**src/rtl/uart_regs_pkg.sv**
```systemverilog
// Shared constants for the UART APB register block: register offsets
// and bit positions inside CTRL and ERR.
package uart_regs_pkg;

    // Register byte offsets (only pAddr[7:0] is decoded)
    localparam logic [7:0] ADDR_DATA   = 8'h00;
    localparam logic [7:0] ADDR_CTRL   = 8'h01;
    localparam logic [7:0] ADDR_DIV    = 8'h02;
    localparam logic [7:0] ADDR_STATUS = 8'h03;
    localparam logic [7:0] ADDR_ERR    = 8'h04;

    // CTRL bit positions
    localparam int CTRL_TXEN  = 0;
    localparam int CTRL_RXEN  = 1;
    localparam int CTRL_TXEIE = 2;
    localparam int CTRL_RXAIE = 3;
    localparam int CTRL_ERRIE = 4;
    localparam int CTRL_LOOP  = 5;

    // ERR bit positions
    localparam int ERR_RXOVR = 0;
    localparam int ERR_FE    = 1;
    localparam int ERR_TXOVF = 2;
    localparam int ERR_W     = 3;

endpackage

```
**src/rtl/uart_sync_fifo.sv**
```systemverilog
// Single-clock FIFO with wrap-bit pointers. A pop on an empty FIFO is
// ignored; a push on a full FIFO is accepted only if a pop happens in the
// same cycle. dout reads 0 while the FIFO is empty.
module uart_sync_fifo #(
    parameter int W     = 8,
    parameter int DEPTH = 4
) (
    input  logic                     clk,
    input  logic                     rst_n,
    input  logic                     push,
    input  logic                     pop,
    input  logic [W-1:0]             din,
    output logic [W-1:0]             dout,
    output logic                     full,
    output logic                     empty,
    output logic [$clog2(DEPTH):0]   level
);
    localparam int AW = $clog2(DEPTH);

    logic [AW:0]  r_wptr;
    logic [AW:0]  r_rptr;
    logic [W-1:0] r_mem [DEPTH];
    logic         w_do_push;
    logic         w_do_pop;

    assign empty     = (r_wptr == r_rptr);
    assign full      = (r_wptr[AW] != r_rptr[AW]) && (r_wptr[AW-1:0] == r_rptr[AW-1:0]);
    assign level     = r_wptr - r_rptr;
    assign w_do_pop  = pop & ~empty;
    assign w_do_push = push & (~full | w_do_pop);
    assign dout      = empty ? '0 : r_mem[r_rptr[AW-1:0]];

    // Pointer update; the extra MSB tells full apart from empty
    always_ff @(posedge clk or negedge rst_n) begin
        if (!rst_n) begin
            r_wptr <= '0;
            r_rptr <= '0;
        end else begin
            if (w_do_push) r_wptr <= r_wptr + 1'b1;
            if (w_do_pop)  r_rptr <= r_rptr + 1'b1;
        end
    end

    // Storage write; contents are only meaningful between the pointers
    always_ff @(posedge clk) begin
        if (w_do_push) r_mem[r_wptr[AW-1:0]] <= din;
    end

endmodule

```
**src/rtl/uart_apb_regs.sv**
```systemverilog
// APB register block for the UART: TX/RX FIFOs, baud divisor, live status,
// sticky W1C error flags and one registered interrupt.
// Optional feature macro: UART_REGS_LOOPBACK_EN (CTRL[5] LOOP, TX->RX path).
//
// TX handshake: TxValid is high while the TX FIFO holds data, TxEn=1 and
// loopback is off. A TxReady pulse in a cycle where TxValid is high pops
// the head; TxReady while TxValid is low has no effect. TxData is the head.
module uart_apb_regs
    import uart_regs_pkg::*;
#(
    parameter int DATA_W   = 8,
    parameter int TX_DEPTH = 4,
    parameter int RX_DEPTH = 4,
    parameter int DIV_W    = 12
) (
    input  logic              pClk,
    input  logic              pReset,
    input  logic              pSel,
    input  logic              pEnable,
    input  logic              pWrite,
    input  logic [31:0]       pAddr,
    input  logic [31:0]       pWdata,
    output logic [31:0]       pReadData,
    output logic [DATA_W-1:0] TxData,
    output logic              TxValid,
    input  logic              TxReady,
    input  logic [DATA_W-1:0] RxData,
    input  logic              RxDone,
    input  logic              RxFrameErr,
    output logic [DIV_W-1:0]  Divisor,
    output logic              TxEn,
    output logic              RxEn,
    output logic              Irq
);
`ifdef UART_REGS_LOOPBACK_EN
    localparam int CTRL_W = 6;
`else
    localparam int CTRL_W = 5;
`endif
    localparam int TX_LW = $clog2(TX_DEPTH) + 1;
    localparam int RX_LW = $clog2(RX_DEPTH) + 1;

    logic [CTRL_W-1:0] r_ctrl;
    logic [DIV_W-1:0]  r_div;
    logic [ERR_W-1:0]  r_err;
    logic              r_irq;

    logic              w_wr, w_rd;
    logic [7:0]        w_addr;
    logic              w_loop_act, w_loop_move;
    logic              w_tx_wr, w_tx_pop, w_tx_valid;
    logic              w_tx_full, w_tx_empty;
    logic [DATA_W-1:0] w_tx_dout;
    logic [TX_LW-1:0]  w_tx_level;
    logic              w_rx_ext, w_rx_push, w_rx_pop, w_rx_pop_eff;
    logic              w_rx_full, w_rx_empty;
    logic [DATA_W-1:0] w_rx_din, w_rx_dout;
    logic [RX_LW-1:0]  w_rx_level;
    logic [ERR_W-1:0]  w_err_set, w_err_clr;
    logic [31:0]       w_status;
    logic [31:0]       w_rdata;
    logic              w_unused;

    assign w_wr   = pSel & pEnable & pWrite;
    assign w_rd   = pSel & pEnable & ~pWrite;
    assign w_addr = pAddr[7:0];

`ifdef UART_REGS_LOOPBACK_EN
    assign w_loop_act = r_ctrl[CTRL_LOOP] & r_ctrl[CTRL_TXEN];
`else
    assign w_loop_act = 1'b0;
`endif

    assign w_rx_pop     = w_rd & (w_addr == ADDR_DATA);
    assign w_rx_pop_eff = w_rx_pop & ~w_rx_empty;
    assign w_loop_move  = w_loop_act & ~w_tx_empty & (~w_rx_full | w_rx_pop_eff);

    assign w_tx_wr    = w_wr & (w_addr == ADDR_DATA);
    assign w_tx_valid = ~w_tx_empty & r_ctrl[CTRL_TXEN] & ~w_loop_act;
    assign w_tx_pop   = (TxReady & w_tx_valid) | w_loop_move;

    assign w_rx_ext  = RxDone & r_ctrl[CTRL_RXEN] & ~w_loop_act;
    assign w_rx_push = w_rx_ext | w_loop_move;
    assign w_rx_din  = w_loop_move ? w_tx_dout : RxData;

    assign w_err_set[ERR_RXOVR] = w_rx_ext & w_rx_full & ~w_rx_pop_eff;
    assign w_err_set[ERR_FE]    = w_rx_ext & RxFrameErr;
    assign w_err_set[ERR_TXOVF] = w_tx_wr & w_tx_full & ~w_tx_pop;
    assign w_err_clr = (w_wr && (w_addr == ADDR_ERR)) ? pWdata[ERR_W-1:0] : '0;

    uart_sync_fifo #(.W(DATA_W), .DEPTH(TX_DEPTH)) u_tx_fifo (
        .clk   (pClk),
        .rst_n (pReset),
        .push  (w_tx_wr),
        .pop   (w_tx_pop),
        .din   (pWdata[DATA_W-1:0]),
        .dout  (w_tx_dout),
        .full  (w_tx_full),
        .empty (w_tx_empty),
        .level (w_tx_level)
    );

    uart_sync_fifo #(.W(DATA_W), .DEPTH(RX_DEPTH)) u_rx_fifo (
        .clk   (pClk),
        .rst_n (pReset),
        .push  (w_rx_push),
        .pop   (w_rx_pop),
        .din   (w_rx_din),
        .dout  (w_rx_dout),
        .full  (w_rx_full),
        .empty (w_rx_empty),
        .level (w_rx_level)
    );

    // CTRL/DIV writes, sticky errors (set beats clear) and registered interrupt
    always_ff @(posedge pClk or negedge pReset) begin
        if (!pReset) begin
            r_ctrl <= '0;
            r_div  <= '0;
            r_err  <= '0;
            r_irq  <= 1'b0;
        end else begin
            if (w_wr && (w_addr == ADDR_CTRL)) r_ctrl <= pWdata[CTRL_W-1:0];
            if (w_wr && (w_addr == ADDR_DIV))  r_div  <= pWdata[DIV_W-1:0];
            r_err <= (r_err & ~w_err_clr) | w_err_set;
            r_irq <= (r_ctrl[CTRL_TXEIE] & w_tx_empty) |
                     (r_ctrl[CTRL_RXAIE] & ~w_rx_empty) |
                     (r_ctrl[CTRL_ERRIE] & (|r_err));
        end
    end

    assign w_status = {8'h00,
                       {(8-RX_LW){1'b0}}, w_rx_level,
                       {(8-TX_LW){1'b0}}, w_tx_level,
                       4'h0, w_rx_full, w_tx_full, w_tx_empty, ~w_rx_empty};

    // Read mux; zero outside a read access phase and for unmapped offsets
    always_comb begin
        w_rdata = '0;
        if (w_rd) begin
            case (w_addr)
                ADDR_DATA:   w_rdata = {{(32-DATA_W){1'b0}}, w_rx_dout};
                ADDR_CTRL:   w_rdata = {{(32-CTRL_W){1'b0}}, r_ctrl};
                ADDR_DIV:    w_rdata = {{(32-DIV_W){1'b0}}, r_div};
                ADDR_STATUS: w_rdata = w_status;
                ADDR_ERR:    w_rdata = {{(32-ERR_W){1'b0}}, r_err};
                default:     w_rdata = '0;
            endcase
        end
    end

    assign pReadData = w_rdata;
    assign TxData    = w_tx_dout;
    assign TxValid   = w_tx_valid;
    assign Divisor   = r_div;
    assign TxEn      = r_ctrl[CTRL_TXEN];
    assign RxEn      = r_ctrl[CTRL_RXEN];
    assign Irq       = r_irq;

    // Upper address bits are not decoded
    assign w_unused = &{1'b0, pAddr[31:8], pWdata};

endmodule

```
**config.mk**
```make
export PLATFORM = sky130hd
export DESIGN_NAME = uart_apb_regs
export DESIGN_NICKNAME = d
export VERILOG_FILES = /design/src/rtl/uart_regs_pkg.sv /design/src/rtl/uart_sync_fifo.sv /design/src/rtl/uart_apb_regs.sv
export SDC_FILE = /design/constraint.sdc
export NUM_CORES = 1
export LEC_CHECK = 0
export BUFFER_PORTS_ARGS = -buffer_cell sky130_fd_sc_hd__buf_2
export CAP_MARGIN = 20
export CORE_MARGIN = 2
export CORE_UTILIZATION = 52
export CTS_CLUSTER_SIZE = 8
export DETAILED_ROUTE_END_ITERATION = 7
export PLACE_DENSITY = 0.8
export SYNTH_ARGS = -nofsm -noshare
export SYNTH_HDL_FRONTEND = slang
export SYNTH_HIERARCHICAL = 1
export SYNTH_SLANG_ARGS = --single-unit
```
**constraint.sdc**
```tcl
create_clock -name pClk -period 3.6 [get_ports pClk]
set_clock_uncertainty 0.2 [all_clocks]
set_input_delay 0.18 -clock pClk [delete_from_list [all_inputs] [get_ports pClk]]
set_output_delay 0.18 -clock pClk [all_outputs]
set_load 0.02 [all_outputs]
```
### Word-level counts from Yosys, hierarchy flattened

Memories as Yosys holds them, arrays and structs flattened.
Cells that the tools add are included.

* bits in read-only memories: 0
* input bits: 80
* latch bits: 0
* RAM bits: 64
* memories: 2
* register bits: 33
* word-level logic and storage cells: 76

* add/subtract/negate cells: 6
* equality and inequality tests: 10
* bitwise logic cells: 34
* $lt $le $gt $ge: 0
* multiply operators: 0
* shift operators: 0
* multiplexer cells: 9
* divide/modulo/power cells: 0
* reductions and logical operators: 7

Memories
* u_rx_fifo.r_mem: depth 4, width 8, rd ports 1, clocked after Yosys merged registers in 0, write ports 1, RTL line uart_sync_fifo.sv:22 `logic [W-1:0] r_mem [DEPTH];`
* u_tx_fifo.r_mem: depth 4, width 8, rd ports 1, clocked after Yosys merged registers in 0, write ports 1, RTL line uart_sync_fifo.sv:22

Operators by type and width (number)
* case mux 19 bit (5 select lines): 1
* 2-to-1 mux 32 bit: 1
* bitwise AND 1 bit: 20
* == test 8 x 2 -> 1 bit, second input constant: 2
* 2-to-1 mux 8 bit: 2
* adder 3 x 1 -> 3 bit, second input constant: 4
* == test 8 x 1 -> 1 bit, second input constant: 1
* == test 8 x 3 -> 1 bit, second input constant: 1
* logical NOT 8 bit: 1
* NOT 1 bit: 7
* == test 3 bit: 2
* subtractor 3 bit: 2
* logical AND 1 bit: 5
* == test 2 bit: 2
* 2-to-1 mux 1 bit: 4
* OR 1 bit: 4
* bitwise AND 3 bit: 1
* 2-to-1 mux 3 bit: 1
* NOT 3 bit: 1
* OR 3 bit: 1
* OR reduction 3 bit: 1
* != test 1 bit: 2

### Longest topological paths before layout

Gate-level depths: netlist of run 1.

* word-level depth: 9
* mapped depth: 9
* mapped depth without buffers: 8

### Modules after synthesis

Netlist of run 1, hierarchy kept.

By module, submodules not included
* uart_sync_fifo at u_rx_fifo: cells an instance 95, sequential area each 1111.1 um^2, times used 1, area an instance 1665.3 um^2
* uart_sync_fifo at u_tx_fifo: cells an instance 95, sequential area each 1111.1 um^2, times used 1, area an instance 1659.1 um^2
* uart_apb_regs: cells an instance 143, sequential area each 525.5 um^2, times used 1, area an instance 1506.4 um^2

### Least setup slack after synthesis of run 1

No wires, ideal clock.

* kind: reg2reg
* from: reg u_tx_fifo.r_rptr[1]
* to: mem u_tx_fifo.r_mem[0][0], enable pin
* path slack: 0.676 ns
* arrival time: 2.464 ns
* cell stages (with the launch flop): 10
* setup time: 0.260 ns
* data required time: 3.140 ns
* path buffers: 1
* path through: dfrtp_1 -> clkbuf_1 -> inv_1 -> ha_1 -> nand2_1 -> nor2_1 -> and3b_1 -> nand3b_1 -> o21a_2 -> and2_2

* longest elaborated chain between the ends: 9

RTL lines
* from (decl): RTL line uart_sync_fifo.sv:21 `logic [AW:0] r_rptr;`
* from (signal assigned): RTL line uart_sync_fifo.sv:40 `if (w_do_pop) r_rptr <= r_rptr + 1'b1;`
* == test 3 bit: RTL line uart_sync_fifo.sv:26 `assign empty = (r_wptr == r_rptr);`
* named net w_tx_empty: RTL line uart_apb_regs.sv:52 `logic w_tx_full, w_tx_empty;`
* NOT 1 bit: RTL line uart_apb_regs.sv:79 `assign w_tx_valid = ~w_tx_empty & r_ctrl[CTRL_TXEN] & ~w_loop_act;`
* bitwise AND 1 bit: RTL line uart_apb_regs.sv:79
* bitwise AND 1 bit: RTL line uart_apb_regs.sv:80 `assign w_tx_pop = (TxReady & w_tx_valid) | w_loop_move;`
* named net w_tx_pop: RTL line uart_apb_regs.sv:51 `logic w_tx_wr, w_tx_pop, w_tx_valid;`
* bitwise AND 1 bit: RTL line uart_sync_fifo.sv:29 `assign w_do_pop = pop & ~empty;`
* OR 1 bit: RTL line uart_sync_fifo.sv:30 `assign w_do_push = push & (~full | w_do_pop);`
* bitwise AND 1 bit: RTL line uart_sync_fifo.sv:30
* 2-to-1 mux 1 bit: RTL line uart_sync_fifo.sv:46 `if (w_do_push) r_mem[r_wptr[AW-1:0]] <= din;`
* 2-to-1 mux 1 bit (not written as such): RTL line uart_sync_fifo.sv:46
* to (decl): RTL line uart_sync_fifo.sv:22

The timed path passes the listed nets, and every way through them passes these cells.

### Worst setup path after layout of run 1

* from: reg u_tx_fifo.r_wptr[0]
* to: mem u_tx_fifo.r_mem[0][6], enable pin

* longest elaborated chain between the ends: 9

RTL lines
* from (decl): RTL line uart_sync_fifo.sv:20 `logic [AW:0] r_wptr;`
* from (signal assigned): RTL line uart_sync_fifo.sv:39 `if (w_do_push) r_wptr <= r_wptr + 1'b1;`
* == test 3 bit: RTL line uart_sync_fifo.sv:26
* named net w_tx_empty: RTL line uart_apb_regs.sv:52
* NOT 1 bit: RTL line uart_apb_regs.sv:79
* bitwise AND 1 bit: RTL line uart_apb_regs.sv:79
* bitwise AND 1 bit: RTL line uart_apb_regs.sv:80
* named net w_tx_pop: RTL line uart_apb_regs.sv:51
* bitwise AND 1 bit: RTL line uart_sync_fifo.sv:29
* OR 1 bit: RTL line uart_sync_fifo.sv:30
* bitwise AND 1 bit: RTL line uart_sync_fifo.sv:30
* 2-to-1 mux 1 bit: RTL line uart_sync_fifo.sv:46
* 2-to-1 mux 1 bit (not written as such): RTL line uart_sync_fifo.sv:46

The timed path passes the listed nets, and every way through them passes these cells.

==> tab_implementation.tex, run 1 <==
\begin{tabular}{lr}
\hline
Metric & Value \\
\hline
\multicolumn{2}{l}{\textbf{Global route}} \\
\quad Total global-route track usage & 21.1\% \\
\quad Largest net degree at the start of global routing & 34 \\
\quad Number of global-route vias before repair & 3094 \\
\quad Gr ovfl total & 0 \\
\quad Global-route wire length before repair & 15800 um \\
\quad Initial antenna violation count & 0 \\
\multicolumn{2}{l}{\textbf{STA}} \\
\quad Max-slew violation count & 0 \\
\quad Part of the cycle the worst path needs & 92.1\% \\
\quad RSZ-0062 raised after global routing & no \\
\quad Time the final worst path needs with I/O delays and setup & 3.32 ns \\
\quad Measured slew at the worst slew-check pin & 0.989 ns \\
\quad Highest attainable clock frequency & 0.301 GHz \\
\quad Count of final hold-check violations & 0 \\
\quad Setup Total Neg Slack & 0 ns \\
\quad Finish-stage setup viols & 0 \\
\quad Slew Limit Headroom & 33.8\% \\
\multicolumn{2}{l}{\textbf{Floorplan}} \\
\quad Effective utilization at floorplan & 53.0\% \\
\quad Number of rows in the core area & 35 \\
\quad Die X-Extent & 100 um \\
\quad Top-Level Pins & 136 \\
\quad Die Height & 100 um \\
\quad Area of the core & 9110 um\^{}2 \\
\quad DIE AREA & 10100 um\^{}2 \\
\multicolumn{2}{l}{\textbf{Worst hold path}} \\
\quad Start point of the worst hold path & pAddr[6] \\
\quad Hold path endpoint & r\_err[0] \\
\quad Hold Crit Class & in -> reg \\
\quad Hold Path Cell Cnt & 4 \\
\multicolumn{2}{l}{\textbf{Logic synthesis}} \\
\quad Synth warnings & 6 \\
\quad FF+latch count, synth & 97 \\
\quad Netlist Area Pre-Place & 4830 um\^{}2 \\
\quad Synthesized netlist cell count & 333 \\
\quad Sequential share of the synthesized area & 56.9\% \\
\quad Average size of a mapped cell & 14.5 um\^{}2 \\
\quad FFs w/ async S/R, synth & 34.0\% \\
\quad Cell variety after synth & 51 \\
\quad Dominant register cell in the synthesized netlist & sky130\_fd\_sc\_hd\_\_edfxtp\_1 \\
\quad EDFF count, synth & 64 \\
\multicolumn{2}{l}{\textbf{Route}} \\
\quad Detailed Route WL & 9900 um \\
\quad Drt initial violations & 158 \\
\quad TritonRoute pass-1 iters & 4 \\
\quad Number of vias in the routed layout & 3045 \\
\quad Post-DR vias/cell & 5.52 \\
\quad Number of design rule violations left after detail routing & 0 \\
\quad Average wire per standard cell & 17.9 um \\
\quad Post-DRT Antenna Nets & 0 \\
\multicolumn{2}{l}{\textbf{CTS}} \\
\quad PostCTS Resize Cnt & 0 \\
\quad Clk sink count & 97 \\
\quad Hold\_buf cts & 23 \\
\quad Total clock buffers created by CTS & 9 \\
\quad Number of buffers inserted to repair setup after CTS & 0 \\
\quad Clock input transition at the sequential cells of the worst setup and hold paths & 0.10 ns \\
\quad Clock tree from TritonCTS & yes \\
\quad Skew-Pair Late Insertion Delay & 0.36 ns \\
\quad Longest Clk Path Bufs & 2 \\
\quad Root buffer cell & sky130\_fd\_sc\_hd\_\_clkbuf\_8 \\
\quad Maximum level of the CTS H-tree & 3 \\
\multicolumn{2}{l}{\textbf{Placed design}} \\
\quad Detailed-placement wirelength estimate & 6950 um \\
\quad Number of buffer cells added on primary ports & 74 \\
\quad Global placer's final weighted congestion & 0.841 \\
\quad Area after DPL & 5260 um\^{}2 \\
\multicolumn{2}{l}{\textbf{Worst setup path}} \\
\quad Cell type group with the largest total delay on the critical path & simple AND/OR/NAND/NOR gates \\
\quad Cell with the largest stage delay on the worst path & sky130\_fd\_sc\_hd\_\_nor2\_1 \\
\quad WP buf/inv & 1 \\
\quad Startpoint types & flip-flop \\
\quad Class of the most critical setup path & reg -> reg \\
\quad Startpoint of the most critical register-to-register path & u\_tx\_fifo/r\_wptr[0] \\
\quad Setup slack of the most critical reg-to-reg path & 0.28 ns \\
\quad Worst setup EP type & flip-flop \\
\quad Peak fanout along the critical path & 12 \\
\quad Number of logic stages on the critical path including buffering & 8 \\
\quad Arrival time worst endpoint & 3.22 ns \\
\quad Worst-path cell chain & inv\_1 > ha\_1 > nand2\_1 > nor2\_1 > and3b\_1 > nand3b\_1 > o21a\_2 > and2\_2 \\
\quad Critical Path RT & 3.50 ns \\
\quad Register-to-Register Path Depth & 8 \\
\quad Crit-path max cell delay & 0.78 ns \\
\quad RR Endpoint & u\_tx\_fifo/r\_mem[0][6] \\
\multicolumn{2}{l}{\textbf{Finish}} \\
\quad Number of filler cells placed in the layout & 709 \\
\quad Proportion of layout cells with a drive suffix above 1 & 32.0\% \\
\quad Antenna diode count & 0 \\
\quad Signed area change from the synthesized netlist to the final layout & 17.5\% \\
\quad Most frequent cells in the layout & sky130\_fd\_sc\_hd\_\_buf\_2, sky130\_fd\_sc\_hd\_\_edfxtp\_1, sky130\_fd\_sc\_hd\_\_dfrtp\_1 \\
\quad Post-Layout Inst Area & 5680 um\^{}2 \\
\quad Most common cell after layout, fill and taps aside & sky130\_fd\_sc\_hd\_\_buf\_2 \\
\quad Final Core Density & 62.3\% \\
\quad Number of nets in the layout & 532 \\
\multicolumn{2}{l}{\textbf{Pwr}} \\
\quad Maximum ir drop on the vdd rail & 0.275 mV \\
\quad Static leakage & 0.00242 uW \\
\quad Total power per unit cell area & 388 nW/um\^{}2 \\
\multicolumn{2}{l}{\textbf{Job}} \\
\quad Maxcap violations & 0 \\
\multicolumn{2}{l}{\textbf{Outcome}} \\
\quad Result of the run & finished, final reports clean \\
\hline
\end{tabular}
-- how the worst max path moves through the flow --
| stage | slack (ns) | from | to |
|---|---|---|---|
| after floorplan | 0.68 | u_tx_fifo/r_rptr[1] | u_tx_fifo/r_mem[0][0] |
| after global placement | 0.40 | u_tx_fifo/r_wptr[0] | u_tx_fifo/r_mem[0][1] |
| after detailed placement | 0.33 | u_tx_fifo/r_wptr[0] | u_tx_fifo/r_mem[0][1] |
| after CTS | 0.27 | u_tx_fifo/r_wptr[0] | u_tx_fifo/r_mem[0][6] |
| after global routing | 0.09 | u_tx_fifo/r_wptr[0] | u_tx_fifo/r_mem[2][0] |
| final | 0.28 | u_tx_fifo/r_wptr[0] | u_tx_fifo/r_mem[0][6] |
-- worst reg2reg max path, cell delays in order (launching register included) --
cell and delay, ns:
sky130_fd_sc_hd__dfrtp_1 0.40, sky130_fd_sc_hd__inv_1 0.12, sky130_fd_sc_hd__ha_1 0.35, sky130_fd_sc_hd__nand2_1 0.12
sky130_fd_sc_hd__nor2_1 0.78, sky130_fd_sc_hd__and3b_1 0.33, sky130_fd_sc_hd__nand3b_1 0.20, sky130_fd_sc_hd__o21a_2 0.26
sky130_fd_sc_hd__and2_2 0.30
-- where the power goes --
group / internal, uW / total, uW / switching, uW
clock network: 265 / 671 / 406
registers: 1200 / 1210 / 12.3
logic: 133 / 318 / 185
-- area by class of cell --
cell class                 count  area, um^2  share of cell area (%)
inverter                      11        41.3                   0.728
timing repair buffer         102         638                    11.2
tap                          111         139                    2.45
multi-input combinational    215        1930                    33.9
clock inverter                 7        60.1                    1.06
clock buffer                   9         124                    2.18
sequential                    97        2750                    48.4
-- synth_stat cells, drive strengths merged, types with 3 or more instances --
cell    count  area share (%)
edfxtp     64              40
dfrtp      33              17
mux2       27             6.8
buf        22             3.3
nor2b      22             2.8
nor2       19             1.5
mux4       17             7.9
nand2      17             1.3
ha         14             3.6
inv        11            0.85
and2        9             1.4
mux2i       8             1.7
xnor2       8             1.5
o21ai       6            0.62
nand4       5            0.65
clkbuf      4            0.31
a21oi       3            0.31
a22oi       3            0.47
nand3b      3            0.47
nor3        3            0.31
nor4        3            0.70
-- kinds of logic (layout without fill, tap and decap cells) --
logic type,count (synthesis),after routing,synth area share [%]
xor gates and xnor gates,10,10,1.81
other,1,17,0.0776
muxes,52,52,16.4
adders and majority gates,16,16,4.45
buffers and inverters,37,129,4.51
and+or+nand+nor,99,99,12.7
AOI/OAI and AO/OA,21,21,3.16
DFF,97,97,56.9
-- per-stage QoR --
step	total power [uW]	hold slack, ns	cells	worst slack (ns)
finish	2200	0.0549	552	0.283
global route	2300	0.0613	552	0.0932
CTS	2220	0.0240	552	0.265
detailed placement	1540	0.135	513	0.327
global placement	1530	0.102	513	0.401
floorplan	1440	-0.316	349	0.676
-- state kept, by name, indices dropped and copies added, names as in the netlist --
register          flops
r_ctrl                5
u_rx_fifo/r_mem      32
u_rx_fifo/r_wptr      3
u_rx_fifo/r_rptr      3
u_tx_fifo/r_mem      32
u_tx_fifo/r_rptr      3
u_tx_fifo/r_wptr      3
Divisor              12
Irq                   1
r_err                 3
-- routing by layer --
| layer | up-vias | share of wire [%] | global-route usage (%) |
|---|---|---|---|
| li1 | 1404 | - | - |
| met1 | 1518 | 41 | 25.3 |
| met2 | 104 | 52 | 37.5 |
| met3 | 19 | 5.1 | 4.25 |
| met4 | 0 | 2.0 | 8.01 |
| met5 | - | 0 | 0 |
(Power assumes the default switching activity.)
==> run 2: changes to the inputs <==
CORE_UTILIZATION = 54   (was 52)
CTS_BUF_LIST = sky130_fd_sc_hd__clkbuf_8   (was unset)
PLACE_DENSITY = 0.82   (was 0.8)
==> tab_implementation.tex, run 2 (synthesis results as in run 1) <==
\begin{tabular}{lr}
\hline
Metric & Value \\
\hline
\multicolumn{2}{l}{\textbf{Outcome}} \\
\quad Result of the run & finished, final reports clean \\
\multicolumn{2}{l}{\textbf{Placed design}} \\
\quad Area after DPL & 5250 um\^{}2 \\
\quad Detailed-placement wirelength estimate & 6820 um \\
\quad Global placer's final weighted congestion & 0.799 \\
\quad Number of buffer cells added on primary ports & 74 \\
\multicolumn{2}{l}{\textbf{STA}} \\
\quad Finish-stage setup viols & 0 \\
\quad Count of final hold-check violations & 0 \\
\quad Max-slew violation count & 0 \\
\quad Part of the cycle the worst path needs & 91.0\% \\
\quad Highest attainable clock frequency & 0.305 GHz \\
\quad RSZ-0062 raised after global routing & no \\
\quad Time the final worst path needs with I/O delays and setup & 3.28 ns \\
\quad Measured slew at the worst slew-check pin & 0.921 ns \\
\quad Setup Total Neg Slack & 0 ns \\
\quad Slew Limit Headroom & 38.4\% \\
\multicolumn{2}{l}{\textbf{Worst setup path}} \\
\quad Arrival time worst endpoint & 2.90 ns \\
\quad Critical Path RT & 3.22 ns \\
\quad Peak fanout along the critical path & 12 \\
\quad RR Endpoint & u\_tx\_fifo/r\_mem[1][1] \\
\quad Setup slack of the most critical reg-to-reg path & 0.34 ns \\
\quad Register-to-Register Path Depth & 8 \\
\quad Worst setup EP type & primary output \\
\quad Startpoint types & flip-flop \\
\quad Class of the most critical setup path & reg -> out \\
\quad Startpoint of the most critical register-to-register path & u\_tx\_fifo/r\_wptr[0] \\
\multicolumn{2}{l}{\textbf{Route}} \\
\quad Average wire per standard cell & 17.4 um \\
\quad Post-DRT Antenna Nets & 0 \\
\quad Detailed Route WL & 9510 um \\
\quad Drt initial violations & 149 \\
\quad Number of design rule violations left after detail routing & 0 \\
\quad Number of vias in the routed layout & 2981 \\
\quad Post-DR vias/cell & 5.44 \\
\quad TritonRoute pass-1 iters & 4 \\
\multicolumn{2}{l}{\textbf{Finish}} \\
\quad Antenna diode count & 0 \\
\quad Number of nets in the layout & 531 \\
\quad Proportion of layout cells with a drive suffix above 1 & 31.4\% \\
\quad Signed area change from the synthesized netlist to the final layout & 17.5\% \\
\quad Most frequent cells in the layout & sky130\_fd\_sc\_hd\_\_buf\_2, sky130\_fd\_sc\_hd\_\_edfxtp\_1, sky130\_fd\_sc\_hd\_\_dfrtp\_1 \\
\quad Most common cell after layout, fill and taps aside & sky130\_fd\_sc\_hd\_\_buf\_2 \\
\quad Post-Layout Inst Area & 5680 um\^{}2 \\
\multicolumn{2}{l}{\textbf{Worst hold path}} \\
\quad Hold Path Cell Cnt & 4 \\
\quad Hold Crit Class & in -> reg \\
\quad Hold path endpoint & u\_tx\_fifo/r\_wptr[2] \\
\quad Start point of the worst hold path & pAddr[5] \\
\multicolumn{2}{l}{\textbf{Floorplan}} \\
\quad Die Height & 98.6 um \\
\quad Area of the core & 8680 um\^{}2 \\
\quad Number of rows in the core area & 34 \\
\quad Top-Level Pins & 136 \\
\quad Die X-Extent & 98.6 um \\
\quad DIE AREA & 9720 um\^{}2 \\
\quad Effective utilization at floorplan & 55.7\% \\
\multicolumn{2}{l}{\textbf{Global route}} \\
\quad Total global-route track usage & 20.0\% \\
\quad Met1 Usage GRT & 24.5\% \\
\quad Initial antenna violation count & 0 \\
\quad Number of global-route vias before repair & 3035 \\
\quad Gr ovfl total & 0 \\
\quad GR Util met2 & 35.2\% \\
\quad Global routing usage on met3 & 3.83\% \\
\quad Global-route wire length before repair & 15100 um \\
\quad Most congested layer reported by global routing & met2 \\
\quad Largest net degree at the start of global routing & 34 \\
\multicolumn{2}{l}{\textbf{CTS}} \\
\quad Maximum level of the CTS H-tree & 3 \\
\quad Skew-Pair Late Insertion Delay & 0.35 ns \\
\quad Clock input transition at the sequential cells of the worst setup and hold paths & 0.09 ns \\
\quad PostCTS Resize Cnt & 0 \\
\quad Clk sink count & 97 \\
\quad Total clock buffers created by CTS & 9 \\
\quad Longest Clk Path Bufs & 2 \\
\quad Number of buffers inserted to repair setup after CTS & 0 \\
\quad Root buffer cell & sky130\_fd\_sc\_hd\_\_clkbuf\_8 \\
\quad Hold\_buf cts & 23 \\
\quad Clock tree from TritonCTS & yes \\
\multicolumn{2}{l}{\textbf{Pwr}} \\
\quad Maximum ir drop on the vdd rail & 0.221 mV \\
\quad Static leakage & 0.00243 uW \\
\quad Total power per unit cell area & 392 nW/um\^{}2 \\
\multicolumn{2}{l}{\textbf{Job}} \\
\quad Maxcap violations & 0 \\
\hline
\end{tabular}
[run 2: changes by cell type in the layout (fill, tap and decap cells not counted), sizes merged]
cell,previous run,this run
bufinv,0,1
buf,79,78
clkinvlp,2,0
clkinv,1,2
[run 2: worst max-delay path by stage]
stage | depth (start not counted) | start | slack, ns | to
2_1_floorplan | 9 | u_tx_fifo/r_rptr[1] | 0.68 | u_tx_fifo/r_mem[0][0]
3_3_place_gp | 8 | u_tx_fifo/r_wptr[0] | 0.45 | u_tx_fifo/r_mem[0][7]
3_5_place_dp | 8 | u_tx_fifo/r_wptr[0] | 0.36 | u_tx_fifo/r_mem[0][7]
4_1_cts | 8 | u_rx_fifo/r_wptr[0] | 0.32 | pReadData[3]
5_1_grt | 8 | u_tx_fifo/r_wptr[0] | 0.17 | pReadData[1]
6_report | 8 | u_tx_fifo/r_wptr[0] | 0.32 | pReadData[1]
[run 2: area by class of cell]
type | instances | area (um^2)
Tap cell | 108 | 135
Sequential cell | 97 | 2750
Timing Repair Buffer | 101 | 631
Clock buffer | 9 | 124
Clock inverter | 7 | 71.3
Fill cell | 633 | 3000
Inverter | 11 | 41.3
Multi-Input combinational cell | 215 | 1930
[run 2: power by group]
part | internal, uW | switching [uW]
Sequential | 1200 | 12.2
Combinational | 129 | 181
Clock | 324 | 376
Total | 1650 | 569
[run 2: per-stage QoR]
| stage | total power [uW] | std cells | util (%) | hold slack (ns) | worst slack [ns] |
|---|---|---|---|---|---|
| after floorplan | 1440 | 349 | - | -0.316 | 0.676 |
| after global routing | 2320 | 548 | 65.4 | 0.0519 | 0.171 |
| after CTS | 2240 | 548 | 65.4 | 0.00700 | 0.324 |
| after global placement | 1520 | 509 | 60.5 | 0.111 | 0.448 |
| final | 2220 | 548 | 65.4 | 0.0250 | 0.325 |
| after detailed placement | 1530 | 509 | 60.5 | 0.101 | 0.357 |
[run 2: critical path, stage by stage, from the launching register on]
cell and delay, ns:
sky130_fd_sc_hd__dfrtp_1 0.38, sky130_fd_sc_hd__inv_1 0.11, sky130_fd_sc_hd__ha_1 0.34, sky130_fd_sc_hd__nand2_1 0.13, sky130_fd_sc_hd__nor2_1 0.74, sky130_fd_sc_hd__mux2_1 0.25, sky130_fd_sc_hd__a22oi_1 0.09, sky130_fd_sc_hd__a21oi_1 0.27
sky130_fd_sc_hd__buf_2 0.22
[run 2: per-layer routing]
metal	up-vias	wire length, um
met4	0	241
met3	23	512
met2	101	4960
met5	-	0
met1	1462	3790
li1	1395	-
==> run 3: changes to the inputs <==
--- a/config.mk
+++ b/config.mk
@@ -10,3 +10,3 @@
 export CORE_MARGIN = 2
-export CORE_UTILIZATION = 54
+export CORE_UTILIZATION = 49
 export CTS_BUF_LIST = sky130_fd_sc_hd__clkbuf_8
@@ -14,3 +14,3 @@
 export DETAILED_ROUTE_END_ITERATION = 7
-export PLACE_DENSITY = 0.82
+export PLACE_DENSITY = 0.86
 export SYNTH_ARGS = -nofsm -noshare
==> constraint.sdc (replaced) <==
create_clock -name pClk -period 2.69 [get_ports pClk]
set_clock_uncertainty 0.2 [all_clocks]
set_input_delay 0.538 -clock pClk [delete_from_list [all_inputs] [get_ports pClk]]
set_output_delay 0.538 -clock pClk [all_outputs]
set_load 0.02 [all_outputs]
==> tab_implementation.tex, run 3 (synthesis results as in run 1) <==
\begin{tabular}{lr}
\hline
Metric & Value \\
\hline
\multicolumn{2}{l}{\textbf{Finish}} \\
\quad Final Core Density & 61.7\% \\
\quad Post-Layout Inst Area & 5980 um\^{}2 \\
\quad Antenna diode count & 0 \\
\quad Most frequent cells in the layout & sky130\_fd\_sc\_hd\_\_edfxtp\_1, sky130\_fd\_sc\_hd\_\_buf\_2, sky130\_fd\_sc\_hd\_\_buf\_4 \\
\quad Most common cell after layout, fill and taps aside & sky130\_fd\_sc\_hd\_\_edfxtp\_1 \\
\quad Proportion of layout cells with a drive suffix above 1 & 44.6\% \\
\quad Signed area change from the synthesized netlist to the final layout & 23.8\% \\
\quad Number of nets in the layout & 546 \\
\multicolumn{2}{l}{\textbf{Worst setup path}} \\
\quad Worst-path cell chain & mux4\_2 > nor2b\_1 > mux4\_2 > nor3b\_4 > buf\_6 \\
\quad Class of the most critical setup path & reg -> out \\
\quad Peak fanout along the critical path & 6 \\
\quad Startpoint types & flip-flop \\
\quad Cell type group with the largest total delay on the critical path & multiplexers \\
\quad Critical Path RT & 1.95 ns \\
\quad Cell repeated most along the worst path & sky130\_fd\_sc\_hd\_\_mux4\_2 \\
\quad Arrival time worst endpoint & 2.32 ns \\
\quad Worst setup EP type & primary output \\
\quad WP buf/inv & 1 \\
\quad Cell with the largest stage delay on the worst path & sky130\_fd\_sc\_hd\_\_mux4\_2 \\
\quad Crit-path max cell delay & 0.53 ns \\
\multicolumn{2}{l}{\textbf{CTS}} \\
\quad Clock input transition at the sequential cells of the worst setup and hold paths & 0.09 ns \\
\quad Skew-Pair Late Insertion Delay & 0.38 ns \\
\quad Maximum level of the CTS H-tree & 3 \\
\quad Clk sink count & 97 \\
\quad Clock tree from TritonCTS & yes \\
\quad Root buffer cell & sky130\_fd\_sc\_hd\_\_clkbuf\_8 \\
\quad Longest Clk Path Bufs & 2 \\
\quad Total clock buffers created by CTS & 9 \\
\multicolumn{2}{l}{\textbf{STA}} \\
\quad Max-slew violation count & 0 \\
\quad Count of final hold-check violations & 0 \\
\quad Measured slew at the worst slew-check pin & 0.803 ns \\
\quad Finish-stage setup viols & 9 \\
\quad Time the final worst path needs with I/O delays and setup & 3.06 ns \\
\quad Part of the cycle the worst path needs & 114\% \\
\quad Worst hold margin & 0.0441 ns \\
\quad Slew Limit Headroom & 46.4\% \\
\quad Highest attainable clock frequency & 0.327 GHz \\
\quad RSZ-0062 raised after global routing & yes \\
\quad Min setup slack post-route & -0.366 ns \\
\multicolumn{2}{l}{\textbf{Pwr}} \\
\quad Static leakage & 0.00257 uW \\
\quad P\_int & 2370 uW \\
\quad Switching power & 809 uW \\
\quad Maximum ir drop on the vdd rail & 0.421 mV \\
\quad Power share of the sequential group & 51.1\% \\
\quad Combinational group share of total power & 16.1\% \\
\quad Total power per unit cell area & 531 nW/um\^{}2 \\
\quad Total power after layout & 3180 uW \\
\quad Switching portion of total power & 25.5\% \\
\quad Clock share of power & 32.8\% \\
\multicolumn{2}{l}{\textbf{Global route}} \\
\quad Gr ovfl total & 0 \\
\quad Global-route wire length before repair & 15500 um \\
\quad Largest net degree at the start of global routing & 34 \\
\quad Initial antenna violation count & 0 \\
\quad Number of global-route vias before repair & 3061 \\
\quad Total global-route track usage & 19.7\% \\
\multicolumn{2}{l}{\textbf{Route}} \\
\quad Number of vias in the routed layout & 3100 \\
\quad Drt initial violations & 170 \\
\quad Detailed Route WL & 10000 um \\
\quad Average wire per standard cell & 17.1 um \\
\quad Post-DR vias/cell & 5.27 \\
\quad Post-DRT Antenna Nets & 0 \\
\quad TritonRoute pass-1 iters & 4 \\
\quad Number of design rule violations left after detail routing & 0 \\
\multicolumn{2}{l}{\textbf{Placed design}} \\
\quad Detailed-placement wirelength estimate & 7160 um \\
\quad Number of buffer cells added on primary ports & 74 \\
\quad Global placer's final weighted congestion & 0.859 \\
\quad Area after DPL & 5500 um\^{}2 \\
\quad Setup slack at placement & -0.147 ns \\
\multicolumn{2}{l}{\textbf{Floorplan}} \\
\quad Effective utilization at floorplan & 49.9\% \\
\quad Area of the core & 9680 um\^{}2 \\
\quad Die Height & 103 um \\
\quad Top-Level Pins & 136 \\
\quad Die X-Extent & 103 um \\
\quad DIE AREA & 10700 um\^{}2 \\
\quad Number of rows in the core area & 36 \\
\multicolumn{2}{l}{\textbf{Outcome}} \\
\quad Failing checks & negative setup slack \\
\quad Result of the run & complete, but fails checks \\
\multicolumn{2}{l}{\textbf{Worst hold path}} \\
\quad Hold Crit Class & in -> async \\
\multicolumn{2}{l}{\textbf{Job}} \\
\quad Maxcap violations & 0 \\
\hline
\end{tabular}
==> run 3: changes by cell type in the layout (fill, tap and decap cells not counted), sizes merged <==
cell         before  now
dlygate4sd3      23    0
inv              15   13
clkinvlp          0    1
buf              78  116
bufinv            1    2
==> run 3: power groups by stage <==
stage                     sequential [uW]  clock, uW  combinational [uW]
after floorplan                      1660          0                 280
after global placement               1650          0                 440
after detailed placement             1650          0                 452
after CTS                            1620       1060                 500
after global routing                 1630       1130                 566
final                                1620       1040                 511
==> run 3: worst paths after layout <==
kind | from | end | slack, ns | depth (start not counted)
max | u_rx_fifo/r_rptr[0] | pReadData[3] | -0.37 | 5
min | pReset | u_tx_fifo/r_rptr[1] | 0.04 | 1
max reg2reg | u_tx_fifo/r_rptr[0] | u_tx_fifo/r_mem[0][0] | 0.19 | 7
min reg2reg | Divisor[11] | Divisor[11] | 0.31 | 1
max in group asynchronous | pReset | u_rx_fifo/r_rptr[0] | 1.69 | 1
min in group pClk | RxData[3] | u_rx_fifo/r_mem[0][3] | 0.17 | 1
==> run 3: repair_timing <==
item,CTS,global route
pin swaps,9,10
endpoints found under the setup margin,20,21
setup buffers,6,6
gates resized for setup,36,12
hold buffers,0,0
==> run 3: metal layers <==
layer | global-route usage (%) | part of all wire, % | wire (um) | vias up
met1 | 24.1 | 39 | 3950 | 1528
met2 | 33.4 | 52 | 5210 | 116
met4 | 9.21 | 2.4 | 240 | 0
li1 | - | - | - | 1435
met3 | 4.57 | 6.4 | 640 | 21
met5 | 0 | 0 | 0 | -
==> run 3: cell type report <==
class / instances / area, um^2
clock buffers: 9 / 124
clock inverters: 7 / 96.3
fillers: 717 / 3700
inverters: 11 / 41.3
multi-input cells: 215 / 2050
flip-flops and latches: 97 / 2750
well taps: 133 / 166
repair buffers: 116 / 751
==> run 3: worst reg2reg max path: stages (launching register included) <==
cell and delay (ns):
sky130_fd_sc_hd__dfrtp_1 0.43, sky130_fd_sc_hd__ha_4 0.29, sky130_fd_sc_hd__nand2_1 0.14, sky130_fd_sc_hd__nor2_4 0.20
sky130_fd_sc_hd__and3b_1 0.23, sky130_fd_sc_hd__nand3b_1 0.19, sky130_fd_sc_hd__o21a_2 0.26, sky130_fd_sc_hd__and2_2 0.29
==> run 3: through the flow <==
step	TNS (ns)	std cells
floorplan	-0.0332	349
global placement	-2.07	560
detailed placement	-3.58	560
CTS	-2.42	582
global route	-3.13	588
finish	-2.42	588
